<file path="src/rtl/spi_wave_loader.sv">
// ---------------------------------------------------------------------------
// spi_wave_loader
//
// SPI mode-0 slave that receives fixed-width {cmd, addr, data} frames and
// turns them into sample-memory writes and per-channel playback settings
// (current channel, last-sample index and run enable). Each completed frame
// is echoed back on MISO during the following frame.
//
// All SPI pins are oversampled in the clk domain through 2-FF synchronisers,
// so clk must run at least 4x faster than SCK.
//
// Ports:
//   clk, rst     system clock (rising edge) and asynchronous active-high reset
//   SCK/MOSI     SPI clock and data in (MSB first, sampled on SCK rise)
//   SSEL         SPI select, active-low
//   MISO         echo of the previous completed frame, 0 while SSEL is high
//   mem_we       1-clk sample-memory write strobe
//   mem_ch       write channel
//   mem_addr     write address
//   mem_wdata    write data
//   ch_len       per-channel last sample index, channel n at [n*ADDR_W +: ADDR_W]
//   run_en       per-channel playback enable
//   rx_valid     1-clk pulse per completed frame
//   frame_err    sticky: SSEL released in the middle of a frame
//   cmd_err      sticky: unknown command or out-of-range channel select
//   frame_cnt    completed-frame counter (wraps)
// ---------------------------------------------------------------------------
module spi_wave_loader #(
    parameter  int CMD_W   = 4,
    parameter  int ADDR_W  = 14,
    parameter  int DATA_W  = 14,
    parameter  int NUM_CH  = 2,
    localparam int CH_W    = (NUM_CH > 1) ? $clog2(NUM_CH) : 1,
    localparam int FRAME_W = CMD_W + ADDR_W + DATA_W
) (
    input  logic                     clk,
    input  logic                     rst,
    input  logic                     SCK,
    input  logic                     MOSI,
    input  logic                     SSEL,
    output logic                     MISO,
    output logic                     mem_we,
    output logic [CH_W-1:0]          mem_ch,
    output logic [ADDR_W-1:0]        mem_addr,
    output logic [DATA_W-1:0]        mem_wdata,
    output logic [NUM_CH*ADDR_W-1:0] ch_len,
    output logic [NUM_CH-1:0]        run_en,
    output logic                     rx_valid,
    output logic                     frame_err,
    output logic                     cmd_err,
    output logic [15:0]              frame_cnt
);

    localparam int CNT_W = $clog2(FRAME_W);

    localparam logic [CMD_W-1:0] CMD_WRITE   = CMD_W'(1);
    localparam logic [CMD_W-1:0] CMD_SEL_CH  = CMD_W'(2);
    localparam logic [CMD_W-1:0] CMD_SET_LEN = CMD_W'(3);
    localparam logic [CMD_W-1:0] CMD_RUN     = CMD_W'(4);

    // -----------------------------------------------------------------------
    // Input synchronisers and SCK edge detection
    // -----------------------------------------------------------------------
    logic sck_s1_reg, sck_s2_reg, sck_prev_reg;
    logic mosi_s1_reg, mosi_s2_reg;
    logic ssel_s1_reg, ssel_s2_reg;

    always_ff @(posedge clk or posedge rst) begin
        if (rst) begin
            sck_s1_reg   <= 1'b0;
            sck_s2_reg   <= 1'b0;
            sck_prev_reg <= 1'b0;
            mosi_s1_reg  <= 1'b0;
            mosi_s2_reg  <= 1'b0;
            // Select idles deasserted so nothing is clocked in until the
            // real pin level has propagated through the synchroniser.
            ssel_s1_reg  <= 1'b1;
            ssel_s2_reg  <= 1'b1;
        end else begin
            sck_s1_reg   <= SCK;
            sck_s2_reg   <= sck_s1_reg;
            sck_prev_reg <= sck_s2_reg;
            mosi_s1_reg  <= MOSI;
            mosi_s2_reg  <= mosi_s1_reg;
            ssel_s1_reg  <= SSEL;
            ssel_s2_reg  <= ssel_s1_reg;
        end
    end

    logic sck_rise, sck_fall;
    assign sck_rise = sck_s2_reg & ~sck_prev_reg;
    assign sck_fall = ~sck_s2_reg & sck_prev_reg;

    // -----------------------------------------------------------------------
    // Receive shifter and bit counter
    // -----------------------------------------------------------------------
    logic [CNT_W-1:0]   bit_cnt_reg;
    logic [FRAME_W-2:0] rx_shift_reg;   // the last bit comes straight from mosi_s2_reg
    logic               frame_err_reg;
    logic               frame_last;
    logic [FRAME_W-1:0] frame_word;
    logic [CMD_W-1:0]   f_cmd;
    logic [ADDR_W-1:0]  f_addr;
    logic [DATA_W-1:0]  f_data;

    assign frame_last = sck_rise & ~ssel_s2_reg & (bit_cnt_reg == CNT_W'(FRAME_W - 1));
    assign frame_word = {rx_shift_reg, mosi_s2_reg};
    assign f_cmd      = frame_word[FRAME_W-1 -: CMD_W];
    assign f_addr     = frame_word[DATA_W +: ADDR_W];
    assign f_data     = frame_word[DATA_W-1:0];

    always_ff @(posedge clk or posedge rst) begin
        if (rst) begin
            bit_cnt_reg   <= '0;
            rx_shift_reg  <= '0;
            frame_err_reg <= 1'b0;
        end else if (ssel_s2_reg) begin
            // Deselect discards any partial frame; a non-zero count means
            // the master gave up mid-frame.
            bit_cnt_reg <= '0;
            if (bit_cnt_reg != '0) begin
                frame_err_reg <= 1'b1;
            end
        end else if (sck_rise) begin
            rx_shift_reg <= {rx_shift_reg[FRAME_W-3:0], mosi_s2_reg};
            bit_cnt_reg  <= frame_last ? '0 : bit_cnt_reg + 1'b1;
        end
    end

    // -----------------------------------------------------------------------
    // Frame completion: pulse, counter and echo capture
    // -----------------------------------------------------------------------
    logic               rx_valid_reg;
    logic [15:0]        frame_cnt_reg;
    logic [FRAME_W-1:0] echo_reg;

    always_ff @(posedge clk or posedge rst) begin
        if (rst) begin
            rx_valid_reg  <= 1'b0;
            frame_cnt_reg <= '0;
            echo_reg      <= '0;
        end else begin
            rx_valid_reg <= frame_last;
            if (frame_last) begin
                frame_cnt_reg <= frame_cnt_reg + 16'd1;
                echo_reg      <= frame_word;
            end
        end
    end

    // -----------------------------------------------------------------------
    // Command decode, executed in the same cycle rx_valid is raised
    // -----------------------------------------------------------------------
    logic              mem_we_next;
    logic              len_we_next;
    logic [CH_W-1:0]   cur_ch_reg, cur_ch_next;
    logic [NUM_CH-1:0] run_en_reg, run_en_next;
    logic              cmd_err_reg, cmd_err_next;
    logic              mem_we_reg;
    logic [CH_W-1:0]   mem_ch_reg;
    logic [ADDR_W-1:0] mem_addr_reg;
    logic [DATA_W-1:0] mem_wdata_reg;

    always_comb begin
        mem_we_next  = 1'b0;
        len_we_next  = 1'b0;
        cur_ch_next  = cur_ch_reg;
        run_en_next  = run_en_reg;
        cmd_err_next = cmd_err_reg;
        if (frame_last) begin
            case (f_cmd)
                CMD_WRITE:   mem_we_next = 1'b1;
                CMD_SEL_CH: begin
                    if (f_data < DATA_W'(NUM_CH)) begin
                        cur_ch_next = f_data[CH_W-1:0];
                    end else begin
                        cmd_err_next = 1'b1;
                    end
                end
                CMD_SET_LEN: len_we_next = 1'b1;
                CMD_RUN:     run_en_next = f_data[NUM_CH-1:0];
                default:     cmd_err_next = 1'b1;
            endcase
        end
    end

    always_ff @(posedge clk or posedge rst) begin
        if (rst) begin
            cur_ch_reg    <= '0;
            run_en_reg    <= '0;
            cmd_err_reg   <= 1'b0;
            mem_we_reg    <= 1'b0;
            mem_ch_reg    <= '0;
            mem_addr_reg  <= '0;
            mem_wdata_reg <= '0;
        end else begin
            cur_ch_reg  <= cur_ch_next;
            run_en_reg  <= run_en_next;
            cmd_err_reg <= cmd_err_next;
            mem_we_reg  <= mem_we_next;
            // Write bus holds its last value between strobes.
            if (mem_we_next) begin
                mem_ch_reg    <= cur_ch_reg;
                mem_addr_reg  <= f_addr;
                mem_wdata_reg <= f_data;
            end
        end
    end

    // Per-channel length registers
    generate
        for (genvar gi = 0; gi < NUM_CH; gi++) begin : g_len
            logic [ADDR_W-1:0] len_reg;
            always_ff @(posedge clk or posedge rst) begin
                if (rst) begin
                    len_reg <= '0;
                end else if (len_we_next && (cur_ch_reg == CH_W'(gi))) begin
                    len_reg <= f_addr;
                end
            end
            assign ch_len[gi*ADDR_W +: ADDR_W] = len_reg;
        end
    endgenerate

    // -----------------------------------------------------------------------
    // MISO echo shifter
    // -----------------------------------------------------------------------
    // Reload has priority whenever the counter sits at 0, so the SCK fall
    // that ends one frame cannot shift away the MSB of the next echo.
    logic [FRAME_W-1:0] tx_shift_reg;

    always_ff @(posedge clk or posedge rst) begin
        if (rst) begin
            tx_shift_reg <= '0;
        end else if (!ssel_s2_reg) begin
            if (bit_cnt_reg == '0) begin
                tx_shift_reg <= echo_reg;
            end else if (sck_fall) begin
                tx_shift_reg <= {tx_shift_reg[FRAME_W-2:0], 1'b0};
            end
        end
    end

    assign MISO      = ssel_s2_reg ? 1'b0 : tx_shift_reg[FRAME_W-1];
    assign mem_we    = mem_we_reg;
    assign mem_ch    = mem_ch_reg;
    assign mem_addr  = mem_addr_reg;
    assign mem_wdata = mem_wdata_reg;
    assign run_en    = run_en_reg;
    assign rx_valid  = rx_valid_reg;
    assign frame_err = frame_err_reg;
    assign cmd_err   = cmd_err_reg;
    assign frame_cnt = frame_cnt_reg;

endmodule
</file>
<file path="config.mk">
export PLATFORM = sky130hd
export DESIGN_NAME = spi_wave_loader
export DESIGN_NICKNAME = d
export VERILOG_FILES = /design/src/rtl/spi_wave_loader.sv
export SDC_FILE = /design/constraint.sdc
export NUM_CORES = 1
export LEC_CHECK = 0
export ABC_AREA = 0
export ABC_CLOCK_PERIOD_IN_PS = 5500
export BUFFER_PORTS_ARGS = -buffer_cell sky130_fd_sc_hd__buf_4
export CAP_MARGIN = 20
export CORE_MARGIN = 8
export CORE_UTILIZATION = 50
export CTS_BUF_LIST = sky130_fd_sc_hd__clkbuf_4 sky130_fd_sc_hd__clkbuf_8
export CTS_CLUSTER_DIAMETER = 120
export DETAILED_ROUTE_END_ITERATION = 8
export HOLD_SLACK_MARGIN = 0.03
export PLACE_DENSITY = 0.78
export SLEW_MARGIN = 20
export SYNTH_ARGS = -nofsm -noshare
export SYNTH_HDL_FRONTEND = slang
export SYNTH_SLANG_ARGS = --single-unit
export TNS_END_PERCENT = 10
</file>
<file path="constraint.sdc">
create_clock -name clk -period 5.5 [get_ports clk]
set_input_delay 0.825 -clock clk [delete_from_list [all_inputs] [get_ports clk]]
set_output_delay 0.825 -clock clk [all_outputs]
set_load 0.02 [all_outputs]
</file>
==> results of run 1 <==
==> layout make-up <==
type	instances	area [um^2]
Tap cell	184	230
Clock inverter	11	67.6
Inverter	8	33.8
Fill cell	1196	5910
Sequential cell	187	4680
Multi-Input combinational cell	404	2580
Timing Repair Buffer	92	743
Clock buffer	21	289
==> per-layer routing <==
| layer | global-route usage | routed length (um) | vias to the layer above |
|---|---|---|---|
| met5 | 0 | 0 | - |
| met2 | 0.270 | 7330 | 117 |
| li1 | - | - | 2281 |
| met3 | 0.0493 | 857 | 13 |
| met1 | 0.221 | 6510 | 2428 |
| met4 | 0.0537 | 165 | 0 |
==> cells by family after synthesis <==
family	share of synthesized area
buf+inv	0.0247
flops	0.630
compound gates	0.0397
mux	0.138
fa+ha+maj	0.00673
xor+xnor	0.0177
simple gates	0.144
==> worst reg2reg max path, cell delays in order, from the launching register on <==
cell       delay [ns]
dfrtp_1          0.45
ha_1             0.23
and3_1           0.17
ha_1             0.29
nand4bb_2        0.56
nor4b_4          0.48
and3b_1          0.65
mux2_1           0.40
==> worst paths after layout <==
path	from	to	slack, ns	cells past startpoint
max in group asynchronous	rst	tx_shift_reg[13]	4.15	3
hold / removal	mosi_s1_reg	mosi_s2_reg	0.35	0
hold reg to reg	mosi_s1_reg	mosi_s2_reg	0.35	0
setup reg to reg	bit_cnt_reg[0]	g_len[0].len_reg[3]	2.14	7
setup / recovery	bit_cnt_reg[0]	g_len[0].len_reg[3]	2.14	7
min in group asynchronous	rst	mem_we	0.63	3
==> cell usage in the layout (no fill, tap or decap), drive strengths merged, types with 2 or more instances in the layout <==
| cell | n |
|---|---|
| and3 | 2 |
| nand4 | 4 |
| nor2 | 41 |
| clkbuf | 21 |
| or4b | 2 |
| nor4 | 3 |
| clkinvlp | 3 |
| dfrtp | 185 |
| clkinv | 8 |
| nor3b | 3 |
| nor4b | 2 |
| ha | 4 |
| and4 | 2 |
| a21oi | 6 |
| xor2 | 6 |
| o21ai | 6 |
| mux2 | 90 |
| buf | 92 |
| nor3 | 6 |
| nand2b | 3 |
| nand2 | 164 |
| xnor2 | 9 |
| dfstp | 2 |
| inv | 8 |
| nand3 | 9 |
| a31oi | 32 |
==> power by group through the flow <==
stage	Clock [mW]	Combinational, mW	Sequential (mW)
6_report	0.819	0.154	1.50
5_1_grt	0.903	0.177	1.51
4_1_cts	0.844	0.157	1.50
3_5_place_dp	0	0.157	1.53
3_3_place_gp	0	0.145	1.52
2_1_floorplan	0	0.125	1.50
==> results.md, run 1 <==
- Layout Area Growth over Synthesis: 16.0%
- First-pass GRT wire length: 25600 um
- CP Capture Type: flop
- Ant diodes: 0
- Worst Path Max Fanout: 24
- Synth top area share: 0.622
- DRC: 0
- Post-route minimum period: 3.36 ns
- Inst Count DP: 875
- Vias in the first global route: 5032
- Most frequent cell after synthesis: dfrtp_1
- Crit start category: flop
- Cell Chain, Critical Path: ha_1 > and3_1 > ha_1 > nand4bb_2 > nor4b_4 > and3b_1 > mux2_1
- DR WL/cell: 16.4 um
- Clock latency at the later pin of the worst-skew pair: 0.46 ns
- Layout cells sized above 1: 0.292
- Pleak: 4.38 nW
- Area leader, netlist: dfrtp_1
- Yosys warnings: 0
- Worst Path Buf+Inv: 0
- Setup_tns: 0 ns
- Crit-path slowest cell: and3b_1
- Fmax: 0.298 GHz
- Power Density: 287 nW/um^2
- DP Worst Slack: 2.06 ns
- Hold Buf Count CTS: 0
- CP Data Arrival Time: 3.70 ns
- Placed Instance Area: 8270 um^2
- Yosys reg bits: 187
- Status: complete, no violations
- CTS tree: done
- Non-filler cells, final: 907
- Port Buffer Count: 84
- Die ar.: 19000 um^2
- H-tree depth: 4
- Worst VDD drop: 0.148 mV
- Net Sw Power: 0.616 mW
- IO Pins: 85
- NumNets Final: 719
- Initial Utilization: 0.512
- Detailed Routing Iterations Pass 1: 4
- Unrepaired setup endpoints after global routing: false
- Drt via density: 5.34
- Final period util: 0.610
- Synthesized cell area: 7440 um^2
- Finished Core Util: 0.593
- DP HPWL: 9800 um
- Core box area: 14500 um^2
- Post-CTS setup buffers: 0
- Die H: 138 um
- CP max stage delay: 0.65 ns
- Internal cell power: 1.86 mW
- Seq/Total Area, Yosys: 0.630
- CP required: 5.84 ns
- Fin Hold WS: 0.353 ns
- Final wirelength: 14900 um
- CTS clk-pin slew, worst paths: 0.09 ns
- Clock tree buffer depth: 2
- CTS root buffer: clkbuf_8
- Worst Max-Slew Pin Slew: 0.977 ns
- CP Class: reg2reg
- Sw Ratio: 0.249
- Vias: 4839
- Cell variety after synth: 42
- Routed Antenna Nets: 0
- HP Class: reg2reg
- Layout Skew: 0.00936 ns
- Initial antenna violation count: 0
- Top cells by area, synth: dfrtp_1 62%, mux2_2 12%, nand2_1 8.3%
- Syn Nets: 640
- Fin area: 8630 um^2
- PostCTS Resize Cnt: 0
- Cts bufs inserted: 17
- Final setup violation count: 0
- Routability cong.: 0.787
- Post-synth EDFFs: 0
- Drt first-iter violations: 381
- Clk sinks: 187
- Total grt overflow: 0
- Slew Limit Headroom: 0.349
- Most frequent CP cell: ha_1
- Clock power frac: 0.331
- Final Hold Vio Count: 0
- Synthesized instance count: 631
- Logic gate share of total power: 0.062
- Row Count: 44
- Max_cap viols: 0
- Largest net degree at the start of global routing: 188
- Total power: 2.48 mW
- Final Max Tran Viols: 0
- DIE WIDTH: 138 um
- Synth cell count leaders: 185 x dfrtp_1, 164 x nand2_1, 77 x mux2_2
- Final WS setup: 2.14 ns
- Sequential share of power: 0.607
- Most used DFF post-synth: dfrtp_1
- Crit path max-delay family: simple AND/OR/NAND/NOR gates
- Gr usage total: 0.170
- Avg Cell Area, Syn: 11.8 um^2
- Ys async rst share: 1.00
Note: power is estimated with default switching activity, not from simulation.
==> inputs of run 2 (changes only) <==
- ABC_AREA: 0 -> 1
- ABC_CLOCK_PERIOD_IN_PS: 5500 -> 3300
- PLACE_DENSITY: 0.78 -> 0.75
- clock period: 5.5 -> 3.3 ns (I/O delays scaled with it)
==> results.md, run 2 <==
- Status: complete, no violations
- Top cells by area, synth: dfrtp_1 60%, nand2_1 12%, o21ai_0 9.3%
- Yosys warnings: 0
- Layout Skew: 0.0166 ns
- Hold Path Stages: 1
- Layout Area Growth over Synthesis: 15.5%
- Placed Instance Area: 8490 um^2
- Cts bufs inserted: 17
- Post-Synth Adder-Cell Area: 0.00650
- Hold_sp: MOSI
- Mux cell area share after synthesis: 0
- Total grt overflow: 0
- Fillers: 1327
- Vias: 5632
- Fin Hold WS: 0.133 ns
- Routed Antenna Nets: 0
- Slew Limit Headroom: 0.387
- Post-route minimum period: 2.42 ns
- CP Class: reg2reg
- Core box area: 15100 um^2
- Yosys reg bits: 187
- Gr usage total: 0.169
- DP Worst Slack: 0.853 ns
- CP Data Arrival Time: 2.76 ns
- Complex-gate fraction of the synthesized area: 0.128
- Pleak: 4.09 nW
- Synth cell count leaders: 236 x nand2_1, 185 x dfrtp_1, 143 x o21ai_0
- Uppermost layer routed: met4
- Post-CTS setup buffers: 0
- Unrepaired setup endpoints after global routing: false
- Worst VDD drop: 0.294 mV
- CTS tree: done
- Cell Chain, Critical Path: ha_1 > nand2_1 > nor2_1 > ha_1 > inv_1 > nor2_8 > nand2_2 > buf_4 > nand2_1 > o21ai_1
- Die ar.: 19600 um^2
- Worst Max-Slew Pin Slew: 0.918 ns
- Final Max Tran Viols: 0
- Sw Ratio: 0.240
- Crit path from: bit_cnt_reg[0]
- Crit start category: flop
- Flop2flop setup slack: 0.88 ns
- DIE WIDTH: 140 um
- DR WL/cell: 13.8 um
- Vias in the first global route: 5647
- PostCTS Resize Cnt: 0
- Crit-path slowest cell: nand2_2
- Post-synth EDFFs: 0
- Hold Buf Count CTS: 0
- Power Density: 458 nW/um^2
- Final period util: 0.732
- Area leader, netlist: dfrtp_1
- Port Buffer Count: 84
- Ys async rst share: 1.00
- CP Capture Type: flop
- Detailed Routing Iterations Pass 1: 5
- Seq/Total Area, Yosys: 0.608
- Ant diodes: 0
- Commonest cells after routing, fill and taps aside: 236 x nand2_1, 185 x dfrtp_1, 143 x o21ai_0, 118 x inv_1, 90 x buf_4
- Drt via density: 5.01
- Met3 WL: 735 um
- CP max stage delay: 0.43 ns
- Syn Nets: 859
- Non-filler cells, final: 1125
- Net Sw Power: 0.978 mW
- Fmax: 0.414 GHz
- CTS root buffer: clkbuf_8
- CP required: 3.64 ns
- Synth top area share: 0.602
- Main combinational cell family by area after synthesis: simple AND/OR/NAND/NOR gates
- Worst Path Max Fanout: 39
- Clock power frac: 0.376
- Sequential share of power: 0.577
- Avg Cell Area, Syn: 9.05 um^2
- Initial antenna violation count: 0
- Clock tree buffer depth: 2
- Clk sinks: 187
- XOR/XNOR share of the synthesized area: 0.00910
- Total power: 4.07 mW
- Drt first-iter violations: 425
- Reg2Reg Depth: 10
- NumNets Final: 934
- Layout cells sized above 1: 0.148
- Most frequent cell after synthesis: nand2_1
- Final Hold Vio Count: 0
- H-tree depth: 4
- Fin area: 8890 um^2
- Cell variety after synth: 32
- Final setup violation count: 0
- Internal cell power: 3.09 mW
- Synthesized cell area: 7700 um^2
- Clock latency at the later pin of the worst-skew pair: 0.47 ns
- HP Class: in2reg
- Largest net degree at the start of global routing: 64
- Final wirelength: 15600 um
- CTS clk-pin slew, worst paths: 0.09 ns
- Setup_tns: 0 ns
- Worst r2r src: bit_cnt_reg[0]
- DRC: 0
- Initial Utilization: 0.508
- Logic gate share of total power: 0.047
- Row Count: 45
- Synthesized instance count: 850
- Metal-1 WL: 7060 um
- Die H: 140 um
- DP HPWL: 10400 um
- Finished Core Util: 0.587
- First-pass GRT wire length: 27100 um
- Routed length on met2: 7570 um
- Most common cell after layout, fill and taps aside: nand2_1
- Most used DFF post-synth: dfrtp_1
- IO Pins: 85
- Max_cap viols: 0
- Inst Count DP: 1094
- Routability cong.: 0.833
- Synth Area in Simple Gates: 0.165
- Final WS setup: 0.883 ns
run 2: cell types whose count changed in the layout (fill, tap and decap cells not counted), sizes merged, moves of 6 or more:
cell and change:
nand2 +73, mux2 -90, inv +114, a31oi -32, xnor2 -6, nor2 -12, nand3 +10, o21ai +182
nand4 +6
run 2: path summary, 6_finish.rpt:
kind / to
max in group asynchronous: ssel_s2_reg
min in group asynchronous: g_len[1].len_reg[13]
max reg2reg: mem_wdata[5]
min reg2reg: mosi_s2_reg
min: mosi_s1_reg
max: mem_wdata[5]
run 2: area by class of cell:
type                       count  area (um^2)  share of cell area
clock inverter                11          134              0.0151
timing repair buffer          93          736              0.0828
sequential                   187         4680               0.527
inverter                     120          454              0.0511
tap                          188          235              0.0265
clock buffer                  20          269              0.0303
multi-input combinational    506         2380               0.268
run 2: logic make-up (layout without fill, tap and decap cells):
group,Yosys count,count (layout)
buf+inv,157,244
compound gates,193,193
flops,187,187
fa+ha+maj,4,4
simple gates,301,301
xor+xnor,8,8
run 2: critical path: cells and delay by family (launching register included):
family,cells,cell delay (ns)
fa+ha+maj,2,0.38
compound gates,1,0.06
flops,1,0.38
buf+inv,2,0.51
simple gates,5,0.97
run 2: power groups by stage:
stage / clock network [mW] / logic (mW) / registers [mW]
4_1_cts: 1.57 / 0.197 / 2.35
2_1_floorplan: 0 / 0.140 / 2.38
6_report: 1.53 / 0.191 / 2.35
3_3_place_gp: 0 / 0.194 / 2.39
5_1_grt: 1.66 / 0.222 / 2.35
3_5_place_dp: 0 / 0.196 / 2.39
run 2: per-layer routing:
layer / up-vias / GRT usage
li1: 2822 / -
met1: 2689 / 0.207
met2: 105 / 0.284
met3: 16 / 0.0506
met4: 0 / 0.0497
met5: - / 0
==> inputs of run 3 (changes only) <==
- ABC_AREA: 1 -> 0
- ABC_CLOCK_PERIOD_IN_PS: 3300 -> 2300
- clock period: 3.3 -> 2.3 ns (I/O delays scaled with it)
==> results.md, run 3 (synthesized netlist as in run 1, its figures left out) <==
- Status: complete, no violations
- Final wirelength: 14700 um
- Pleak: 4.48 nW
- Ant diodes: 0
- CP Class: reg2reg
- Finished Core Util: 0.609
- CP Capture Type: flop
- Slew Limit Headroom: 0.677
- Sw Ratio: 0.237
- Drt first-iter violations: 365
- GR Util met3: 0.0460
- Placed Instance Area: 8360 um^2
- CTS tree: done
- DP HPWL: 9580 um
- Met2 Use GR: 0.261
- Fillers: 1161
- Layout Skew: 0.0119 ns
- Max_cap viols: 0
- DRC: 0
- Post-route minimum period: 2.19 ns
- Worst Max-Slew Pin Slew: 0.484 ns
- Largest net degree at the start of global routing: 78
- IO Pins: 85
- Multi-input logic area: 2610 um^2
- Net Sw Power: 1.47 mW
- Clock tree buffer depth: 2
- CTS clk-pin slew, worst paths: 0.09 ns
- Vias in the first global route: 5071
- Internal cell power: 4.74 mW
- Final setup violation count: 0
- Fin Hold WS: 0.0413 ns
- Cts bufs inserted: 17
- Commonest cells after routing, fill and taps aside: 185 x dfrtp_1, 164 x nand2_1, 96 x buf_4, 77 x mux2_2, 40 x nor2_1
- HP Class: in2async
- Layout Area Growth over Synthesis: 19.1%
- Total power: 6.21 mW
- Clock latency at the later pin of the worst-skew pair: 0.46 ns
- Crit start category: flop
- Fin area: 8850 um^2
- Grt peak-use layer: met2
- Layout cells sized above 1: 0.307
- CP Data Arrival Time: 2.53 ns
- Worst VDD drop: 0.389 mV
- CTS root buffer: clkbuf_8
- Detailed Routing Iterations Pass 1: 5
- Final Max Tran Viols: 0
- Power Density: 702 nW/um^2
- Die H: 138 um
- Routability cong.: 0.769
- Final period util: 0.953
- Clock power frac: 0.359
- Vias: 4869
- Logic gate share of total power: 0.063
- First-pass GRT wire length: 25000 um
- Initial Utilization: 0.512
- Drt via density: 5.29
- Port Buffer Count: 84
- Register area: 4680 um^2
- Sequential share of power: 0.578
- Initial antenna violation count: 0
- Total grt overflow: 0
- Die ar.: 19000 um^2
- Gr usage total: 0.166
- CP required: 2.64 ns
- Routed Antenna Nets: 0
- Met1 Resource Use GR: 0.210
- NumNets Final: 733
- DIE WIDTH: 138 um
- Most common cell after layout, fill and taps aside: dfrtp_1
- Clk sinks: 187
- Row Count: 44
- H-tree depth: 4
- Final Hold Vio Count: 0
- Fmax: 0.456 GHz
- DR WL/cell: 16.0 um
- Core box area: 14500 um^2
- Worst Path Max Fanout: 14
## run 3: changes by cell type in the layout (fill, tap and decap cells not counted), moves of 6 or more
cell and change:
nand3_1 -7, nand2_1 -72, mux2_2 +77, a31oi_1 +32, mux2_1 +13, nor3_1 +6
o21ai_1 -45, nor2_1 +13, inv_1 -111, xnor2_1 +6, o21ai_0 -137, buf_4 +6
## run 3: what timing repair did
item,CTS,global route
endpoints found under the setup margin,19,30
resized for setup,5,2
endpoints found under the hold margin,3,0
setup buffers,2,0
hold buffers,3,0
pin swaps,2,1
## run 3: final cells by class
cell class	count	share of cell area
multi-input combinational	404	0.295
sequential	187	0.529
clock buffer	20	0.0304
inverter	8	0.00382
timing repair buffer	106	0.0996
tap	184	0.0260
clock inverter	12	0.0164
## run 3: final timing paths
| path | from | to | slack [ns] | cells past startpoint |
|---|---|---|---|---|
| worst min-delay path | rst | mem_addr[2] | 0.04 | 3 |
| worst max register to register | bit_cnt_reg[0] | g_len[0].len_reg[3] | 0.11 | 8 |
| min in group clk | sck_s1_reg | sck_s2_reg | 0.36 | 0 |
| max in group asynchronous | rst | rx_shift_reg[5] | 1.84 | 3 |
| worst min register to register | sck_s1_reg | sck_s2_reg | 0.36 | 0 |
| worst max-delay path | bit_cnt_reg[0] | g_len[0].len_reg[3] | 0.11 | 8 |
## run 3: stage by stage
step           worst slack [ns]  setup TNS [ns]  cells
2_1_floorplan            -0.450          -83.87    631
3_3_place_gp             0.0586               0    884
3_5_place_dp             -0.114           -1.47    884
4_1_cts                  0.0161               0    921
5_1_grt                -0.00150        -0.00150    921
6_report                  0.108               0    921
## run 3: power groups by stage
| stage | clock (mW) | sequential (mW) | combinational [mW] |
|---|---|---|---|
| floorplan | 0 | 3.60 | 0.300 |
| global placement | 0 | 3.64 | 0.374 |
| detailed placement | 0 | 3.65 | 0.391 |
| CTS | 2.28 | 3.59 | 0.397 |
| global route | 2.42 | 3.62 | 0.443 |
| finish | 2.23 | 3.59 | 0.389 |
## run 3: worst max-delay path, cell delays in order, from the launching register on
cell       delay (ns)
dfrtp_1          0.37
ha_2             0.21
and3_4           0.20
ha_4             0.15
nand4bb_4        0.14
nor4b_4          0.27
and3b_2          0.25
buf_12           0.15
mux2_1           0.33
## run 3: metal layers
layer	wire, um	up-vias
met3	695	21
met5	0	-
met4	282	0
met1	6420	2447
met2	7320	98
li1	-	2303
